File: config.mk
export PLATFORM = sky130hd
export DESIGN_NAME = seq_det_sched_flat
export DESIGN_NICKNAME = d
export VERILOG_FILES = /design/src/rtl/seq_det_pkg.sv /design/src/rtl/seq_det_sched_if.sv /design/src/rtl/seq_det_sched_mealy_step.sv /design/src/rtl/seq_det_sched.sv /design/src/flat_wrapper.sv
export SDC_FILE = /design/constraint.sdc
export NUM_CORES = 1
export LEC_CHECK = 0
export ABC_AREA = 1
export BUFFER_PORTS_ARGS = -buffer_cell sky130_fd_sc_hd__clkbuf_2
export CORE_MARGIN = 2
export CORE_UTILIZATION = 45
export CTS_BUF_LIST = sky130_fd_sc_hd__clkbuf_8 sky130_fd_sc_hd__clkbuf_16
export CTS_CLUSTER_DIAMETER = 120
export CTS_CLUSTER_SIZE = 40
export DETAILED_ROUTE_END_ITERATION = 6
export PLACE_DENSITY = 0.74
export SETUP_SLACK_MARGIN = 0.5
export SLEW_MARGIN = 20
export SYNTH_ARGS = -nofsm -noshare
export SYNTH_HDL_FRONTEND = slang
export SYNTH_SLANG_ARGS = --single-unit
export TNS_END_PERCENT = 10
File: constraint.sdc
create_clock -name clk -period 3.9 [get_ports clk]
set_input_delay 0.195 -clock clk [delete_from_list [all_inputs] [get_ports clk]]
set_output_delay 0.195 -clock clk [all_outputs]
set_load 0.03 [all_outputs]
File: src/rtl/seq_det_pkg.sv
// Shared types and constants for the time-multiplexed sequence detector.
// The step function is held as lookup constants indexed by {A,B,X}.
package seq_det_pkg;

    typedef enum logic [1:0] {
        S00 = 2'b00,
        S01 = 2'b01,
        S10 = 2'b10,
        S11 = 2'b11
    } state_t;

    localparam int NCH_DEF   = 4;
    localparam int CH_W_DEF  = 2;
    localparam int CNT_W_DEF = 8;

    // Bit k is Y for {A,B,X}=k; set for 2, 4 and 6.
    localparam logic [7:0]  Y_TBL    = 8'b0101_0100;
    // Two bits per {A,B,X} entry, entry 7 in the MSBs.
    localparam logic [15:0] NEXT_TBL = {S10, S00, S10, S00, S11, S00, S01, S00};

endpackage

File: src/rtl/seq_det_sched_if.sv
// Requester/result bundle for seq_det_sched; master drives requests, slave is the scheduler.
interface seq_det_sched_if
    import seq_det_pkg::*;
#(
    parameter int NCH   = NCH_DEF,
    parameter int CH_W  = CH_W_DEF,
    parameter int CNT_W = CNT_W_DEF
);
    logic [NCH-1:0]   req;
    logic [NCH-1:0]   bit_in;
    logic [NCH-1:0]   clr_ch;
    logic [NCH-1:0]   ack;
    logic             y_valid;
    logic [CH_W-1:0]  y_ch;
    logic             y;
    logic [CH_W-1:0]  rd_ch;
    logic [CNT_W-1:0] rd_cnt;

    modport master (
        output req, bit_in, clr_ch, rd_ch,
        input  ack, y_valid, y_ch, y, rd_cnt
    );

    modport slave (
        input  req, bit_in, clr_ch, rd_ch,
        output ack, y_valid, y_ch, y, rd_cnt
    );
endinterface

File: src/rtl/seq_det_sched_mealy_step.sv
// One combinational step of the 2-bit Mealy detector: (state, X) -> (next state, Y).
module mealy_step
    import seq_det_pkg::*;
(
    input  state_t state_i,
    input  logic   x_i,
    output state_t next_o,
    output logic   y_o
);
    logic [2:0] idx;

    always_comb begin
        idx    = {state_i, x_i};
        y_o    = Y_TBL[idx];
        next_o = state_t'(NEXT_TBL[{idx, 1'b0} +: 2]);
    end
endmodule

File: src/rtl/seq_det_sched.sv
// Round-robin scheduler sharing one mealy_step across NCH serial channels.
// Optional per-channel match counters are built when MATCH_CNT_EN is defined.
module seq_det_sched
    import seq_det_pkg::*;
#(
    parameter int NCH   = NCH_DEF,
    parameter int CH_W  = CH_W_DEF,
    parameter int CNT_W = CNT_W_DEF
) (
    input  logic            clk,
    input  logic            rst,
    seq_det_sched_if.slave  bus
);
    state_t          state_q [NCH];
    state_t          state_d [NCH];
    logic [CH_W-1:0] rr_ptr_q, rr_ptr_d;
    logic [CH_W-1:0] y_ch_q, y_ch_d;
    logic            y_q, y_d;
    logic            y_valid_q, y_valid_d;

    logic [NCH-1:0]  elig;
    logic [NCH-1:0]  ack;
    logic            gnt_vld;
    logic [CH_W-1:0] gnt;
    state_t          cur_st;
    logic            cur_x;
    state_t          nxt_st;
    logic            step_y;

    // A channel being cleared is never granted, so its pending bit stays put.
    assign elig = bus.req & ~bus.clr_ch;

    always_comb begin
        int idx;
        idx     = 0;
        gnt_vld = 1'b0;
        gnt     = '0;
        for (int k = 0; k < NCH; k++) begin
            idx = int'(rr_ptr_q) + k;
            if (idx >= NCH) idx = idx - NCH;
            if (!gnt_vld && elig[idx]) begin
                gnt_vld = 1'b1;
                gnt     = CH_W'(idx);
            end
        end
        if (rst) gnt_vld = 1'b0;
    end

    always_comb begin
        ack = '0;
        if (gnt_vld) ack[gnt] = 1'b1;
    end

    always_comb begin
        cur_st = state_q[gnt];
        cur_x  = bus.bit_in[gnt];
    end

    mealy_step u_step (
        .state_i (cur_st),
        .x_i     (cur_x),
        .next_o  (nxt_st),
        .y_o     (step_y)
    );

    always_comb begin
        for (int i = 0; i < NCH; i++) begin
            state_d[i] = state_q[i];
            if (bus.clr_ch[i])
                state_d[i] = S00;
            else if (gnt_vld && gnt == CH_W'(i))
                state_d[i] = nxt_st;
        end
        rr_ptr_d  = rr_ptr_q;
        y_d       = y_q;
        y_ch_d    = y_ch_q;
        y_valid_d = gnt_vld;
        if (gnt_vld) begin
            y_d      = step_y;
            y_ch_d   = gnt;
            rr_ptr_d = (gnt == CH_W'(NCH - 1)) ? '0 : gnt + 1'b1;
        end
    end

    always_ff @(posedge clk) begin
        if (rst) begin
            for (int i = 0; i < NCH; i++) state_q[i] <= S00;
            rr_ptr_q  <= '0;
            y_q       <= 1'b0;
            y_ch_q    <= '0;
            y_valid_q <= 1'b0;
        end else begin
            for (int i = 0; i < NCH; i++) state_q[i] <= state_d[i];
            rr_ptr_q  <= rr_ptr_d;
            y_q       <= y_d;
            y_ch_q    <= y_ch_d;
            y_valid_q <= y_valid_d;
        end
    end

    assign bus.ack     = ack;
    assign bus.y       = y_q;
    assign bus.y_ch    = y_ch_q;
    assign bus.y_valid = y_valid_q;

`ifdef MATCH_CNT_EN
    logic [CNT_W-1:0] cnt_q [NCH];
    logic [CNT_W-1:0] cnt_d [NCH];

    always_comb begin
        for (int i = 0; i < NCH; i++) begin
            cnt_d[i] = cnt_q[i];
            if (bus.clr_ch[i])
                cnt_d[i] = '0;
            else if (gnt_vld && gnt == CH_W'(i) && step_y && cnt_q[i] != '1)
                cnt_d[i] = cnt_q[i] + 1'b1;
        end
    end

    always_ff @(posedge clk) begin
        if (rst) begin
            for (int i = 0; i < NCH; i++) cnt_q[i] <= '0;
        end else begin
            for (int i = 0; i < NCH; i++) cnt_q[i] <= cnt_d[i];
        end
    end

    // Select values past the last channel read as zero.
    always_comb begin
        bus.rd_cnt = '0;
        if (int'(bus.rd_ch) < NCH) bus.rd_cnt = cnt_q[bus.rd_ch];
    end
`else
    logic unused_rd_ch;
    assign unused_rd_ch = ^bus.rd_ch;
    assign bus.rd_cnt   = '0;
`endif

endmodule

File: src/flat_wrapper.sv
// flat-port wrapper written by rule: the top's interface ports become plain ports
module seq_det_sched_flat import seq_det_pkg::*;
#(
    parameter int NCH   = NCH_DEF,
    parameter int CH_W  = CH_W_DEF,
    parameter int CNT_W = CNT_W_DEF
)
  (clk, rst, bus_req, bus_bit_in, bus_clr_ch, bus_rd_ch, bus_ack, bus_y_valid, bus_y_ch, bus_y, bus_rd_cnt);
  seq_det_sched_if #(.NCH(NCH), .CH_W(CH_W), .CNT_W(CNT_W)) bus_i ();
  input  logic clk;
  input  logic rst;
  input wire logic [$bits(bus_i.req)-1:0] bus_req;
  input wire logic [$bits(bus_i.bit_in)-1:0] bus_bit_in;
  input wire logic [$bits(bus_i.clr_ch)-1:0] bus_clr_ch;
  input wire logic [$bits(bus_i.rd_ch)-1:0] bus_rd_ch;
  output wire logic [$bits(bus_i.ack)-1:0] bus_ack;
  output wire logic [$bits(bus_i.y_valid)-1:0] bus_y_valid;
  output wire logic [$bits(bus_i.y_ch)-1:0] bus_y_ch;
  output wire logic [$bits(bus_i.y)-1:0] bus_y;
  output wire logic [$bits(bus_i.rd_cnt)-1:0] bus_rd_cnt;
  assign bus_i.req = bus_req;
  assign bus_i.bit_in = bus_bit_in;
  assign bus_i.clr_ch = bus_clr_ch;
  assign bus_i.rd_ch = bus_rd_ch;
  assign bus_ack = bus_i.ack;
  assign bus_y_valid = bus_i.y_valid;
  assign bus_y_ch = bus_i.y_ch;
  assign bus_y = bus_i.y;
  assign bus_rd_cnt = bus_i.rd_cnt;
  seq_det_sched #(.NCH(NCH), .CH_W(CH_W), .CNT_W(CNT_W)) u_core (.clk(clk), .rst(rst), .bus(bus_i));
endmodule
After elaboration in Yosys (flattened, before gate mapping)
Memories as Yosys holds them, arrays and structs flattened. A register that Yosys moved wholly into a read port is not among the register bits. Index checks and enable logic that the tools add are counted.

Flip-flop bits (word level): 5. Memory bits (writable): 8. Bits in read-only memories: 8. Input port bits: 16. Output and inout port bits: 16. Logic and storage cells: 99. Memories kept: 2.

Memories: (no name shown) (words 8, width 1, rd ports 1, clocked after Yosys merged registers in 1, write ports 0, line seq_det_sched_mealy_step.sv:14) `y_o = Y_TBL[idx];`; u_core.state_q (words 4, width 2, rd ports 1, clocked after Yosys merged registers in 0, write ports 4, line seq_det_sched.sv:14) `state_t state_q [NCH];`.

$add $sub $neg: 8. Magnitude comparators: 10. Eq/ne operators: 7. Shift-type cells: 1. Multiplexer cells: 46. Bitwise operators: 6. Reductions and logical operators: 16.

Operators by type and width (number): $lt A32 B4 Y1 const B (4); $mux W32 (4); $ge A32 B4 Y1 const B (3); $sub A32 B4 Y32 const B (3); $mux W2 (17); $mux W1 (18); $shiftx A16 B5 Y2 const A (1); $bmux W1 S2 (5); $logic_and A1 B1 Y1 (8); $ne A2 B2 Y1 const B (4); $reduce_and A2 Y1 (4); $add A2 B2 Y3 const B (2); $and A4 B4 Y4 (1); $eq A2 B2 Y1 const B (2); $mux W4 (1); $not A4 Y4 (1); $or A1 B1 Y1 (4); $sub A2 B3 Y4 const B (1); $add A2 B1 Y3 const B (1); $ge A2 B3 Y1 const B (1); $logic_not A1 Y1 (3); $lt A2 B3 Y1 const B (1); $add A2 B1 Y2 const B (1); $demux W1 S2 (1); other kinds (3) (3).

Logic depth before layout (Yosys ltp)
Gate-level depths: netlist (run 1).

Depth in word-level cells: 21. Mapped depth: 16.

Hierarchy
From an unflattened synthesis (run 1), not the netlist that was laid out.

Cells, all modules: 159. Area total of the unflattened synthesis: 1112.3 um^2.

Modules (own cells, without submodules): seq_det_sched (instances 1, cells an instance 154, area each 1093.5 um^2, seq. area each 360.3 um^2); mealy_step (instances 1, cells an instance 5, area each 18.8 um^2, seq. area each 0.0 um^2).

Worst setup path before layout (run 1)
No wires, ideal clock.

Path type: register -> output. Start point: reg u_core.rr_ptr_q[0]. End point: out bus_ack[0]. Arrival: 1.631 ns. Setup slack: 2.074 ns. Cell stages (with the launch flop): 15. Buffers on the path: 1. Cells stage by stage: dfxtp_1 buf_6 inv_4 nand2_1 nand2_2 nand3_2 nand2_4 nor2_1 nor2_2 nand2_4 nand2_4 inv_2 nor2_2 nand2_1 inv_1.

Cells in the longest elaborated chain, start to end: 20.

RTL lines: start, declared (line seq_det_sched.sv:16) `logic [CH_W-1:0] rr_ptr_q, rr_ptr_d;`; start signal, assigned (line seq_det_sched.sv:94) `rr_ptr_q <= rr_ptr_d;`; parallel branches: the longest is 19 deep, another holds $sub A32 B4 Y32; $mux W4 * (line seq_det_sched.sv:51) `if (gnt_vld) ack[gnt] = 1'b1;`; end, declared (line flat_wrapper.sv:16) `output wire logic [$bits(bus_i.ack)-1:0] bus_ack;`.

Mark *: on every way between the ends. The select of a mux whose other input is x is not followed.

Worst setup path after layout (run 1)
Ends and elaborated chain as after synthesis.

==> results.sh, run 1 <==
export IMPL_status="completed"
export IMPL_grt_usage_pct=19.4
export IMPL_initial_core_util_pct=48.2
export IMPL_crit_chain="nand3_1, nand2_1, nand2_1, nand2_1, nor2_1, nor2_2, nand2_4, nand2_4, inv_2, nor2_2, nand2_1, inv_1, clkbuf_2"
export IMPL_core_um2=2230
export IMPL_worstPathArrival_ns=2.37
export IMPL_final_setup_viol_count=0
export IMPL_synthCells=153
export IMPL_place_congestion=0.814
export IMPL_first_iter_violations=36
export IMPL_drtAntennaViolNets=0
export IMPL_num_io_pins=32
export IMPL_start_kind="flip-flop"
export IMPL_routedWlPerCell_um=11.7
export IMPL_dp_hpwl_um=1890
export IMPL_p_leak_nw=0.657
export IMPL_synth_distinct_cells=21
export IMPL_drive_gt1_share_pct=30.7
export IMPL_ff2ff_setup_slack_ns=1.62
export IMPL_die_area_um2=2800
export IMPL_portBuffers=21
export IMPL_rsz0062_at_grt="no"
export IMPL_fin_setup_tns_ns=0
export IMPL_holdPathEnd="u_core.rr_ptr_q[0]"
export IMPL_cts_hold_fix_buffers=0
export IMPL_fin_nets=193
export IMPL_drv_cap=0
export IMPL_fmax_ghz=0.390
export IMPL_clock_root_buffer="clkbuf_8"
export IMPL_htreeDepth=1
export IMPL_num_vias=1064
export IMPL_crit_family="simple AND/OR/NAND/NOR gates"
export IMPL_cts_tree="yes"
export IMPL_numCtsBuffers=3
export IMPL_critical_path_most_common_cell="nand2_1"
export IMPL_hold_class="input pin to flip-flop"
export IMPL_path_buf_inv=3
export IMPL_crit_path_max_incr_delay_ns=0.60
export IMPL_die_x_um=52.9
export IMPL_antenna_cells=0
export IMPL_antenna_found_initial=0
export IMPL_syn_area_per_cell_um2=7.03
export IMPL_clk_pin_slew_ns=0.06
export IMPL_synth_area_um2=1080
export IMPL_syn_to_final_growth_pct=14.0
export IMPL_required_ns=3.70
export IMPL_ys_ff_latch=14
export IMPL_worstReg2RegStart="u_core.rr_ptr_q[0]"
export IMPL_dieHeight_um=52.9
export IMPL_rows=17
export IMPL_path_max_fanout=9
export IMPL_vdd_drop_max_mv=0.585
export IMPL_place_inst=200
export IMPL_drt_total_wl_um=2400
export IMPL_drc=0
export IMPL_cts_resized=0
export IMPL_hp_start="rst"
export IMPL_clockBufferDepth=2
export IMPL_grt_pass1_vias=1005
export IMPL_hold_slack_ns=0.150
export IMPL_overflow=0
export IMPL_grt_max_degree=10
export IMPL_num_fill_cells=244
export IMPL_yosysSeqAreaShare_pct=33.5
export IMPL_yosys_warnings=0
export IMPL_crit_slowest_cell="dfxtp_1"
export IMPL_p_per_area_nw_per_um2=1000
export IMPL_finalMaxSlewViolations=0
export IMPL_insertion_delay_ns=0.24
export IMPL_skew_ns=0.00199
export IMPL_rr_worst_depth=12
export IMPL_whs_path_depth=2
export IMPL_postCtsSetupRepairBufs=0
export IMPL_clkSinkCount=14
export IMPL_period_share_pct=65.7
export IMPL_fin_crit_ns=2.56
export IMPL_grt_pass1_wl_um=4080
export IMPL_cp_end_kind="output port"
export IMPL_stdcell_count=204
export IMPL_path_class="flip-flop to output port"
export IMPL_hold_viol=0
export IMPL_first_pass_iters=4
export IMPL_r2r_end="u_core.state_q[0][0]"
export IMPL_routed_via_density=5.22
[placed cells by master, fill, tap and decap left out, types with 3 or more instances in the layout]
master,n
nand2_1,39
nand3_1,32
clkbuf_2,21
inv_1,14
nand2_2,9
nor2_1,9
nor2_2,9
conb_1,8
edfxtp_1,8
dfxtp_1,6
clkbuf_8,4
inv_2,3
nand2_4,3
[metal layers]
metal  GRT usage (%)  routed length [um]  vias up  share of wire (%)
met3            3.67                 148        4                6.2
met2            34.0                1150       42                 48
li1                -                   -      527                  -
met5               0                   0        -                  0
met4            7.26                  36        0                1.5
met1            23.5                1060      491                 44
[power by group]
group | internal, W | leakage [nW] | switching [W]
Clock | 0.0000894 | 0.0288 | 0.0000500
Combinational | 0.000230 | 0.490 | 0.000604
Sequential | 0.000217 | 0.139 | 0.0000411
Total | 0.000536 | 0.657 | 0.000695
[Yosys cell counts (all sizes together)]
cell	instances	area, um2
nand4	2	18.8
buf	9	71.3
a211oi	1	7.51
nand2	51	236
edfxtp	8	240
nor2	18	90.1
dfxtp	6	120
nand3	35	198
conb	1	3.75
o21ai	4	20.0
inv	18	70.1
[cells by family (layout without fill, tap and decap cells)]
family | after synthesis | after routing | synth area share, %
other cells | 1 | 8 | 0.349
flops | 14 | 14 | 33.5
buf+inv | 27 | 43 | 13.1
compound gates | 5 | 5 | 2.56
simple gates | 106 | 106 | 50.5
[registers in the layout, indices dropped and copies added (netlist names)]
signal              count
u_core.state_q          8
u_core.bus.y_ch         2
u_core.rr_ptr_q         2
u_core.bus.y            1
u_core.bus.y_valid      1
[area by class of cell]
| class | count | area (um2) | share of cell area (%) |
|---|---|---|---|
| repair buffers | 21 | 105 | 8.57 |
| flip-flops and latches | 14 | 360 | 29.4 |
| well taps | 28 | 35.0 | 2.86 |
| multi-input cells | 119 | 601 | 49.0 |
| clock buffers | 4 | 55.1 | 4.49 |
| inverters | 18 | 70.1 | 5.71 |
[how the worst max path moves through the flow]
stage | slack [ns] | cells after the start | from | endpoint
after floorplan | 2.07 | 14 | u_core.rr_ptr_q[0] | bus_ack[0]
after global placement | 1.68 | 11 | u_core.rr_ptr_q[0] | u_core.state_q[3][1]
after detailed placement | 1.63 | 13 | u_core.rr_ptr_q[0] | bus_ack[0]
after CTS | 1.36 | 13 | u_core.rr_ptr_q[0] | bus_ack[0]
after global routing | 1.15 | 11 | u_core.rr_ptr_q[0] | bus_ack[0]
final | 1.34 | 13 | u_core.rr_ptr_q[0] | bus_ack[0]
[metrics by stage]
| stage | instance area, um2 | power, W | util [%] | setup slack (ns) |
|---|---|---|---|---|
| 3_5_place_dp | 1170 | 0.00109 | 52.4 | 1.63 |
| 2_1_floorplan | 1100 | 0.000925 | - | 2.07 |
| 4_1_cts | 1230 | 0.00123 | 54.9 | 1.36 |
| 6_report | 1230 | 0.00123 | 54.9 | 1.34 |
| 5_1_grt | 1230 | 0.00133 | 54.9 | 1.15 |
| 3_3_place_gp | 1170 | 0.00106 | 52.4 | 1.68 |
Power figures use the tool's default switching activity.
==> inputs of run 2 (changes only) <==
--- a/config.mk
+++ b/config.mk
@@ -13,7 +13,7 @@
 export CTS_CLUSTER_DIAMETER = 120
 export CTS_CLUSTER_SIZE = 40
 export DETAILED_ROUTE_END_ITERATION = 6
-export PLACE_DENSITY = 0.74
+export PLACE_DENSITY = 0.77
 export SETUP_SLACK_MARGIN = 0.5
 export SLEW_MARGIN = 20
 export SYNTH_ARGS = -nofsm -noshare
==> constraint.sdc (replaced) <==
create_clock -name clk -period 2.3 [get_ports clk]
set_input_delay 0.115 -clock clk [delete_from_list [all_inputs] [get_ports clk]]
set_output_delay 0.115 -clock clk [all_outputs]
set_load 0.03 [all_outputs]
==> run 2 against run 1 <==
Compared with the run above:
- final area rose by 48%
- flip-flop and latch count did not move
- global-route usage increased by 8.0 points
- via count rose by 34%
- critical path depth shrank 1
- register-to-register slack worse by 1.4 ns
- clock skew rose by 0.0063 ns
- routed wire length increased by 100%
- first-iteration DRC count up 130%
- cell count increased by 18%
- die area unchanged
- sequential share of layout area shrank 9.1 points
==> results.sh, run 2 (synthesis results as in run 1) <==
export IMPL_rsz0062_at_grt="yes"
export IMPL_htreeDepth=1
export IMPL_drc=0
export IMPL_skew_ns=0.00833
export IMPL_drt_total_wl_um=4790
export IMPL_status="completed"
export IMPL_dp_hpwl_um=1910
export IMPL_insertion_delay_ns=0.26
export IMPL_grt_max_degree=9
export IMPL_drv_cap=0
export IMPL_final_setup_viol_count=0
export IMPL_drive_gt1_share_pct=61.3
export IMPL_place_congestion=0.853
export IMPL_required_ns=2.18
export IMPL_place_inst=202
export IMPL_grt_usage_pct=27.5
export IMPL_portBuffers=21
export IMPL_hp_start="rst"
export IMPL_start_kind="flip-flop"
export IMPL_cp_end_kind="output port"
export IMPL_numCtsBuffers=3
export IMPL_ff2ff_setup_slack_ns=0.19
export IMPL_clockBufferDepth=2
export IMPL_num_io_pins=32
export IMPL_holdPathEnd="u_core.rr_ptr_q[0]"
export IMPL_path_class="flip-flop to output port"
export IMPL_die_area_um2=2800
export IMPL_fin_nets=229
export IMPL_rr_worst_depth=14
export IMPL_fmax_ghz=0.467
export IMPL_overflow=0
export IMPL_r2r_end="u_core.state_q[2][1]"
export IMPL_cts_hold_fix_buffers=0
export IMPL_num_vias=1431
export IMPL_finalMaxSlewViolations=0
export IMPL_largest_register="u_core.state_q"
export IMPL_drtAntennaViolNets=0
export IMPL_largest_reg_flops=8
export IMPL_worstPathArrival_ns=2.03
export IMPL_hold_class="input pin to flip-flop"
export IMPL_clock_root_buffer="clkbuf_8"
export IMPL_path_max_fanout=8
export IMPL_clkSinkCount=14
export IMPL_first_iter_violations=82
export IMPL_routed_via_density=5.96
export IMPL_syn_to_final_growth_pct=68.3
export IMPL_core_um2=2230
export IMPL_fin_setup_tns_ns=0
export IMPL_worstReg2RegStart="u_core.rr_ptr_q[0]"
export IMPL_antenna_cells=0
export IMPL_first_pass_iters=6
export IMPL_rows=17
export IMPL_initial_core_util_pct=48.2
export IMPL_dieHeight_um=52.9
export IMPL_clk_pin_slew_ns=0.07
export IMPL_routedWlPerCell_um=20.0
export IMPL_antenna_found_initial=0
export IMPL_die_x_um=52.9
export IMPL_hold_viol=0
export IMPL_stdcell_count=240
export IMPL_final_common_cell="buf_4"
export IMPL_layout_common_cells="buf_4, nand2_1, nand2_2, nand3_1, clkbuf_2"
export IMPL_fin_crit_ns=2.14
export IMPL_grt_pass1_wl_um=5470
export IMPL_grt_pass1_vias=1205
export IMPL_period_share_pct=93.1
export IMPL_whs_path_depth=2
export IMPL_cts_tree="yes"
run 2: metal layers:
layer	wire [um]	GRT usage (%)	vias to the layer above
met5	0	0	-
met4	375	14.5	0
met3	550	4.24	48
met2	2210	47.3	146
met1	1650	32.7	636
li1	-	-	601
run 2: final cells by class:
class	count	area, um2
multi-input combinational	120	852
timing repair buffer	56	428
fill	110	423
sequential	14	368
inverter	18	82.6
clock buffer	3	41.3
tap	28	35.0
clock inverter	1	3.75
run 2: critical path, cell delays in order, from the launching register on:
cell and delay, ns:
dfxtp_4 0.45, nand3_1 0.16, nand2_1 0.11, nand2_1 0.10, nand2_2 0.10, nand4_4 0.13
nor2_4 0.16, nor2_4 0.06, buf_6 0.13, nor2_4 0.10, nand2_2 0.07, inv_2 0.08
buf_8 0.12
run 2: how the worst max path moves through the flow:
| stage | start | end | cells after the start |
|---|---|---|---|
| 6_report | u_core.rr_ptr_q[0] | bus_ack[3] | 12 |
| 5_1_grt | u_core.rr_ptr_q[0] | u_core.bus.y_ch[0] | 12 |
| 4_1_cts | u_core.rr_ptr_q[0] | bus_ack[3] | 13 |
| 3_5_place_dp | u_core.rr_ptr_q[0] | u_core.state_q[2][0] | 12 |
| 3_3_place_gp | u_core.rr_ptr_q[0] | u_core.state_q[1][1] | 13 |
| 2_1_floorplan | u_core.rr_ptr_q[0] | u_core.state_q[3][1] | 13 |
run 2: repair_timing:
action,in CTS,in global routing
pin swaps,22,21
gates cloned,1,0
resized for setup,45,37
setup endpoints to repair,22,26
setup buffers,22,11
endpoints found under the hold margin,0,0
run 2: stage by stage:
| step | worst slack, ns | cell area [um2] | hold slack [ns] | utilization [%] |
|---|---|---|---|---|
| 5_1_grt | 0.100 | 1810 | 0.0714 | 81.1 |
| 6_report | 0.158 | 1810 | 0.0600 | 81.1 |
| 2_1_floorplan | 0.492 | 1100 | 0.193 | - |
| 3_3_place_gp | 0.257 | 1190 | 0.318 | 53.2 |
| 3_5_place_dp | 0.195 | 1190 | 0.329 | 53.2 |
| 4_1_cts | 0.276 | 1600 | 0.0572 | 71.4 |
Power of run 2 is left out: the tool's default activity adds up to more than one toggle a clock period on the data nets, which glitch-free logic cannot reach.
